## config.mk

```make
export PLATFORM = sky130hd
export DESIGN_NAME = jtag_master
export DESIGN_NICKNAME = d
export VERILOG_FILES = /design/src/rtl/jtag_master.sv
export SDC_FILE = /design/constraint.sdc
export NUM_CORES = 1
export LEC_CHECK = 0
export ABC_CLOCK_PERIOD_IN_PS = 6900
export BUFFER_PORTS_ARGS = -buffer_cell sky130_fd_sc_hd__buf_2
export CORE_MARGIN = 1.5
export CORE_UTILIZATION = 50
export CTS_BUF_LIST = sky130_fd_sc_hd__clkbuf_4 sky130_fd_sc_hd__clkbuf_8
export CTS_CLUSTER_SIZE = 30
export DETAILED_ROUTE_END_ITERATION = 8
export HOLD_SLACK_MARGIN = 0.05
export PLACE_DENSITY = 0.77
export SETUP_SLACK_MARGIN = 0.4
export SLEW_MARGIN = 20
export SYNTH_ARGS = -nofsm -noshare
export SYNTH_HDL_FRONTEND = slang
export SYNTH_SLANG_ARGS = --single-unit
```

## constraint.sdc

```tcl
create_clock -name clk -period 6.9 [get_ports clk]
set_input_delay 2.07 -clock clk [delete_from_list [all_inputs] [get_ports clk]]
set_output_delay 2.07 -clock clk [all_outputs]
set_load 0.005 [all_outputs]
```

## src/rtl/jtag_master.sv

```systemverilog
// jtag_master: host-side JTAG driver for the tck/tms/tdi/tdo link.
// Accepts TAP reset, IR shift, DR shift and idle commands on a valid/ready port,
// generates TCK from clk, walks the 1149.1 TAP state machine and returns the
// captured TDO bits on a valid/ready response port.
// Optional feature macro: JTAG_MASTER_TRST_EN (reset op pulses trstn_o before the TMS sequence).
module jtag_master #(
  parameter int CLK_DIV = 4,
  parameter int MAX_LEN = 64,
  localparam int LEN_W = $clog2(MAX_LEN + 1)
) (
  input  logic               clk,
  input  logic               rst_n,
  input  logic               cmd_valid,
  output logic               cmd_ready,
  input  logic [1:0]         cmd_op,
  input  logic [LEN_W-1:0]   cmd_len,
  input  logic [MAX_LEN-1:0] cmd_data,
  output logic               rsp_valid,
  input  logic               rsp_ready,
  output logic [MAX_LEN-1:0] rsp_data,
  output logic               tck_o,
  output logic               tms_o,
  output logic               tdi_o,
  input  logic               tdo_i,
  output logic               trstn_o
);

  // TCK index counter must hold the longest sequence: lead + 6 + MAX_LEN
  localparam int CNT_W = $clog2(MAX_LEN + 8);
  localparam int DIV_W = (CLK_DIV > 1) ? $clog2(CLK_DIV) : 1;
  localparam logic [DIV_W-1:0] DIV_MAX = DIV_W'(CLK_DIV - 1);

  localparam logic [1:0] OP_RESET = 2'b00;
  localparam logic [1:0] OP_IR    = 2'b01;
  localparam logic [1:0] OP_DR    = 2'b10;
  localparam logic [1:0] OP_IDLE  = 2'b11;

  typedef enum logic [2:0] {
    ST_INIT,
    ST_IDLE,
    ST_TRST,
    ST_SHIFT,
    ST_DONE
  } state_t;

`ifdef JTAG_MASTER_TRST_EN
  localparam int TRST_W = $clog2(2 * CLK_DIV + 1);
  localparam logic [TRST_W-1:0] TRST_MAX = TRST_W'(2 * CLK_DIV - 1);
  logic [TRST_W-1:0] trst_cnt;
  logic              trstn_r;
`endif

  state_t state, state_nxt;

  // Command captured on accept
  logic [1:0]         op_r;
  logic [LEN_W-1:0]   len_r;
  logic [MAX_LEN-1:0] data_r;
  logic               lead_r;
  logic [CNT_W-1:0]   tot_r;

  // TCK generation and sequence position
  logic [CNT_W-1:0]   tck_cnt;
  logic [DIV_W-1:0]   div_cnt;
  logic               tck_r;
  logic               tms_r;
  logic               tdi_r;
  logic [MAX_LEN-1:0] rsp_data_r;
  logic               in_tlr;

  // Decoded command and sequence lookups
  logic [LEN_W-1:0]   len_c;
  logic               lead_c;
  logic [CNT_W-1:0]   tot_c;
  logic               first_tms;
  logic               nxt_tms;
  logic               nxt_is_data;
  logic [LEN_W-1:0]   nxt_idx;
  logic               nxt_tdi;
  logic               cur_is_data;
  logic [LEN_W-1:0]   cur_idx;
  logic               shift_end;

  // TMS value of TCK number k. IR/DR: prefix (DR 1,0,x / IR 1,1,0,x) whose last
  // entry is 1 for a zero-length shift, then the data TCKs, then 1,0 back to RTI.
  function automatic logic seq_tms(input logic [CNT_W-1:0] k, input logic [1:0] op,
                                   input logic [LEN_W-1:0] len, input logic lead);
    logic [CNT_W-1:0] kk;
    logic [CNT_W-1:0] pre;
    logic [CNT_W-1:0] dend;
    logic             tms;
    kk   = k - CNT_W'(lead);
    pre  = (op == OP_IR) ? CNT_W'(4) : CNT_W'(3);
    dend = pre + CNT_W'(len);
    tms  = 1'b0;
    if (lead && (k == '0)) begin
      tms = 1'b0;
    end else begin
      case (op)
        OP_RESET: tms = (kk < CNT_W'(5));
        OP_IDLE:  tms = 1'b0;
        default: begin
          if (kk < pre) begin
            if (kk == pre - CNT_W'(1))   tms = (len == '0);
            else if (kk == '0)           tms = 1'b1;
            else                         tms = (op == OP_IR) && (kk == CNT_W'(1));
          end else if (kk < dend) begin
            tms = (kk == dend - CNT_W'(1));
          end else begin
            tms = (kk == dend);
          end
        end
      endcase
    end
    return tms;
  endfunction

  // Returns {is_data, bit index} for TCK number k
  function automatic logic [LEN_W:0] seq_slot(input logic [CNT_W-1:0] k, input logic [1:0] op,
                                              input logic [LEN_W-1:0] len, input logic lead);
    logic [CNT_W-1:0] kk;
    logic [CNT_W-1:0] pre;
    logic [LEN_W:0]   slot;
    kk   = k - CNT_W'(lead);
    pre  = (op == OP_IR) ? CNT_W'(4) : CNT_W'(3);
    slot = '0;
    if (((op == OP_IR) || (op == OP_DR)) && !(lead && (k == '0)) &&
        (kk >= pre) && (kk < pre + CNT_W'(len))) begin
      slot = {1'b1, LEN_W'(kk - pre)};
    end
    return slot;
  endfunction

  // Decode incoming command and look up current/next sequence entries
  always_comb begin
    len_c  = (cmd_len > LEN_W'(MAX_LEN)) ? LEN_W'(MAX_LEN) : cmd_len;
    lead_c = in_tlr && (cmd_op != OP_RESET);
    case (cmd_op)
      OP_RESET: tot_c = CNT_W'(6);
      OP_IR:    tot_c = CNT_W'(6) + CNT_W'(len_c);
      OP_DR:    tot_c = CNT_W'(5) + CNT_W'(len_c);
      default:  tot_c = CNT_W'(len_c);
    endcase
    tot_c     = tot_c + CNT_W'(lead_c);
    first_tms = seq_tms('0, cmd_op, len_c, lead_c);
    nxt_tms   = seq_tms(tck_cnt + CNT_W'(1), op_r, len_r, lead_r);
    {nxt_is_data, nxt_idx} = seq_slot(tck_cnt + CNT_W'(1), op_r, len_r, lead_r);
    {cur_is_data, cur_idx} = seq_slot(tck_cnt, op_r, len_r, lead_r);
    nxt_tdi   = nxt_is_data && |(data_r & (MAX_LEN'(1) << nxt_idx));
    shift_end = (tck_cnt == tot_r) && !tck_r;
  end

  // FSM state register
  always_ff @(posedge clk or negedge rst_n) begin
    if (!rst_n) state <= ST_INIT;
    else        state <= state_nxt;
  end

  // FSM next state and handshake outputs
  always_comb begin
    state_nxt = state;
    cmd_ready = 1'b0;
    rsp_valid = 1'b0;
    case (state)
      ST_INIT: state_nxt = ST_IDLE;
      ST_IDLE: begin
        cmd_ready = 1'b1;
        if (cmd_valid) begin
`ifdef JTAG_MASTER_TRST_EN
          state_nxt = (cmd_op == OP_RESET) ? ST_TRST : ST_SHIFT;
`else
          state_nxt = ST_SHIFT;
`endif
        end
      end
`ifdef JTAG_MASTER_TRST_EN
      ST_TRST: if (trst_cnt == TRST_MAX) state_nxt = ST_SHIFT;
`endif
      ST_SHIFT: if (shift_end) state_nxt = ST_DONE;
      ST_DONE: begin
        rsp_valid = 1'b1;
        if (rsp_ready) state_nxt = ST_IDLE;
      end
      default: state_nxt = ST_INIT;
    endcase
  end

  // Command capture, TCK divider, TMS/TDI on falling edges, TDO on rising edges
  always_ff @(posedge clk or negedge rst_n) begin
    if (!rst_n) begin
      op_r       <= OP_RESET;
      len_r      <= '0;
      data_r     <= '0;
      lead_r     <= 1'b0;
      tot_r      <= '0;
      tck_cnt    <= '0;
      div_cnt    <= '0;
      tck_r      <= 1'b0;
      tms_r      <= 1'b1;
      tdi_r      <= 1'b0;
      rsp_data_r <= '0;
      in_tlr     <= 1'b1;
    end else begin
      case (state)
        ST_IDLE: begin
          if (cmd_valid) begin
            op_r       <= cmd_op;
            len_r      <= len_c;
            data_r     <= cmd_data;
            lead_r     <= lead_c;
            tot_r      <= tot_c;
            tck_cnt    <= '0;
            div_cnt    <= '0;
            tck_r      <= 1'b0;
            tms_r      <= first_tms;
            tdi_r      <= 1'b0;
            rsp_data_r <= '0;
          end
        end
        ST_SHIFT: begin
          if (shift_end) begin
            in_tlr <= 1'b0;
          end else if (div_cnt == DIV_MAX) begin
            div_cnt <= '0;
            tck_r   <= ~tck_r;
            if (!tck_r) begin
              if (cur_is_data)
                rsp_data_r <= rsp_data_r | (MAX_LEN'(tdo_i) << cur_idx);
            end else begin
              tck_cnt <= tck_cnt + CNT_W'(1);
              tms_r   <= nxt_tms;
              tdi_r   <= nxt_tdi;
            end
          end else begin
            div_cnt <= div_cnt + DIV_W'(1);
          end
        end
        default: ;
      endcase
    end
  end

`ifdef JTAG_MASTER_TRST_EN
  // TRST: held low after reset until the first clk, and for 2*CLK_DIV clk at the start of a reset op
  always_ff @(posedge clk or negedge rst_n) begin
    if (!rst_n) begin
      trstn_r  <= 1'b0;
      trst_cnt <= '0;
    end else begin
      case (state)
        ST_INIT: trstn_r <= 1'b1;
        ST_IDLE: begin
          if (cmd_valid && (cmd_op == OP_RESET)) begin
            trstn_r  <= 1'b0;
            trst_cnt <= '0;
          end
        end
        ST_TRST: begin
          if (trst_cnt == TRST_MAX) trstn_r  <= 1'b1;
          else                      trst_cnt <= trst_cnt + TRST_W'(1);
        end
        default: ;
      endcase
    end
  end

  assign trstn_o = trstn_r;
`else
  assign trstn_o = 1'b1;
`endif

  assign tck_o    = tck_r;
  assign tms_o    = tms_r;
  assign tdi_o    = tdi_r;
  assign rsp_data = rsp_data_r;

endmodule
```

==> out/qor.csv <==
metric,value,unit
first-pass GRT wire length,38850,um
total clock sinks,161,
critical path cell sequence,ha_1 -> inv_1 -> ha_1 -> inv_1 -> fa_1 -> xor2_1 -> ha_1 -> o21a_1 -> o21a_1 -> o21a_1 -> o21a_1 -> o21ai_0 -> and2_1 -> nand4_1 -> o21ai_0,
Setup Buffers After CTS,0,
fin crit period,4.729,ns
CTS buffer count,17,
max_slew headroom,31.81,%
CTS Root Cell,clkbuf_8,
maximum root-to-sink buffer count,2,
Finish-stage setup viols,0,
GP Congestion,0.9493,
largest area contributor in the netlist,dfrtp_1,
Tot GR Track Use,24.76,%
vias,7954,
"Seq/Total Area, Yosys",43.94,%
CORE AREA,17960,um^2
Yosys top cell area share,43.37,%
Synth Cell Area,9174,um^2
Antenna Cells,0,
"Top FF cell, synth",dfrtp_1,
top routing layer in use,met4,
die extent in x,138.5,um
"top cells by area, synth","dfrtp_1 43%, nand2_1 14%, ha_1 5.7%",
FF-to-FF setup slack,2.17,ns
VDD IR max,0.3357,mV
Hold WS,0.4806,ns
final antenna-violating net count,0,
largest net degree at the start of global routing,103,
pwr dens,473.1,nW/um^2
Critical Path Start Type,flip-flop,
Max Transition Viols Final,0,
CP required,7.28,ns
setup TNS,0,ns
worst min path class,reg2reg,
Clock transition at path regs,0.09,ns
H-tree Lvls,4,
"Avg Cell Area, Syn",8.574,um^2
maxcap violations,0,
number of I/O port buffers,146,
unrepaired setup endpoints after global routing,no,
Via density,5.582,
"slowest stage delay, CP",0.67,ns
Worst-Margin Slew,1.023,ns
chip height,138.5,um
CP Class,reg2reg,
hold depth,2,
crit path DAT,5.11,ns
outcome,finished clean,
Lkg Pwr,5.260,nW
Pre-Repair DR Iteration Count,4,
grt ovf,0,
# nets final,1306,
routed wl met2,11000,um
number of synthesis warnings,0,
Worst Hold Path EP,data_r[42]$_DFFE_PN0P_,
Routed WL per cell,16.14,um
"Hold Violations, Final",0,
Die ar.,19170,um^2
syn_nets,1193,
Met1 Wirelength,10420,um
Reg2Reg Capture Point,rsp_data[61]$_DFFE_PN0P_,
worst-skew pair later-pin latency,0.48,ns
DRT iter0 DRCs,501,
final wirelength,23000,um
synthesized flop and latch total,161,
CTS Hold Buffers Added,0,
Initial Util,51.07,%
Resize count post-CTS,0,
ratio of cells with drive above 1 in the final layout,17.81,%
hold path start,data_r[42]$_DFFE_PN0P_,
# rows,49,
r2r startpoint,op_r[0]$_DFFE_PN0P_,
dpl hpwl,16460,um
CP Capture Type,flip-flop,
CP dominant cell by count,o21a_1,
Synth Instances,1070,
clk_skew,0.01448,ns
ys async rst share,100.0,%
met3 routed WL,1122,um
Worst Reg-to-Reg Cells,15,
period utilization,68.53,%
"EDFF count, synth",0,
number of global-route vias before repair,7791,
CP max-delay cell,and2_1,
CTS tree,done,
Layout area overhead,13.53,%
DRC,0,
Fill cells,1650,
Synth cell types,80,
f_max,0.2115,GHz
Top-Level Pins,148,
initial antenna violation count,0,
Critical Path Fanout Max,21,
## per-layer routing
metal  vias to the layer above  track usage [%]
li1                       3879                -
met1                      3799            33.70
met2                       240            40.12
met3                        36            4.988
met4                         0            7.645
met5                         -                0
## Yosys cell counts, drive strengths merged, types with 6 or more instances
library cell,instances
a21oi,20
a31oi,8
and2,6
and3,7
buf,14
clkbuf,45
dfrtp,159
ha,42
inv,30
mux2,9
mux2i,9
nand2,347
nand2b,8
nand3,35
nand4,22
nor2,33
nor2b,11
nor3,7
nor4,8
o211ai,7
o21a,6
o21ai,104
o31ai,9
or3,6
xnor2,21
xor2,27
## power by group
part / switching (mW) / internal [mW] / total (mW)
registers: 0.192 / 1.19 / 1.38
logic: 1.80 / 1.03 / 2.83
clock network: 0.411 / 0.304 / 0.715
total: 2.40 / 2.52 / 4.93
## worst max-delay path, delay by kind of cell, from the launching register on
family,cells,cell delay (ns)
xor gates and xnor gates,1,0.49
adders and majority gates,4,1.31
and+or+nand+nor,2,1.01
DFF,1,0.39
buffers and inverters,2,0.32
AOI/OAI and AO/OA,6,1.11
## state kept, by name (all words and copies together), names as in the netlist
signal and cells:
lead_r 1, tot_r 7, len_r 7, tdi_o 1, op_r 2, tck_o 1
div_cnt 2, rsp_data 64, in_tlr 1, state 3, data_r 64, tck_cnt 7
tms_o 1
## how the worst max path moves through the flow
| stage | from | to | slack [ns] | depth (start not counted) |
|---|---|---|---|---|
| 2_1_floorplan | cmd_len[6] | tot_r[4]$_DFFE_PN0P_ | 2.75 | 10 |
| 3_3_place_gp | cmd_len[6] | tot_r[4]$_DFFE_PN0P_ | 2.43 | 10 |
| 3_5_place_dp | op_r[0]$_DFFE_PN0P_ | rsp_data[63]$_DFFE_PN0P_ | 2.28 | 15 |
| 4_1_cts | op_r[0]$_DFFE_PN0P_ | rsp_data[61]$_DFFE_PN0P_ | 2.23 | 15 |
| 5_1_grt | op_r[1]$_DFFE_PN0P_ | rsp_data[27]$_DFFE_PN0P_ | 1.69 | 15 |
| 6_report | op_r[0]$_DFFE_PN0P_ | rsp_data[61]$_DFFE_PN0P_ | 2.17 | 15 |
## layout make-up
cell class	count	area, um^2	share of cell area [%]
multi-input cells	820	4800	46.08
clock inverters	15	161.4	1.550
well taps	229	286.5	2.751
repair buffers	153	789.5	7.580
clock buffers	17	234.0	2.247
flip-flops and latches	161	4031	38.71
inverters	30	112.6	1.081
## cell families (layout without fill, tap and decap cells)
logic type,Yosys count,after routing,share of synthesized area (%)
compound gates,196,196,13.23
xor+xnor,51,51,5.797
fa+ha+maj,46,46,6.492
buf+inv,89,215,3.833
flops,161,161,43.94
mux,19,19,2.373
other cells,1,1,0.04088
simple gates,507,507,24.29
## through the flow
| step | cell area, um^2 | worst slack (ns) | util [%] | instances | power, mW |
|---|---|---|---|---|---|
| after detailed placement | 10020 | 2.278 | 55.78 | 1393 | 4.165 |
| after global placement | 10020 | 2.432 | 55.78 | 1393 | 4.115 |
| final | 10420 | 2.171 | 57.98 | 1425 | 4.928 |
| after CTS | 10420 | 2.226 | 57.98 | 1425 | 4.896 |
| after global routing | 10420 | 1.687 | 57.98 | 1425 | 5.316 |
| after floorplan | 9174 | 2.750 | - | 1070 | 3.484 |
## cell usage in the layout (no fill, tap or decap), types with 9 or more instances in the layout
master	count
nand4_1	22
nand3_1	34
o21ai_1	9
buf_2	145
a21oi_1	20
mux2i_1	9
o21ai_0	94
ha_1	42
xnor2_1	19
clkbuf_8	17
xor2_1	25
nand2_1	346
nor2_1	32
nor2b_1	11
dfrtp_1	159
inv_1	30
o31ai_1	9
No activity file was read; power rests on OpenSTA's default activity.
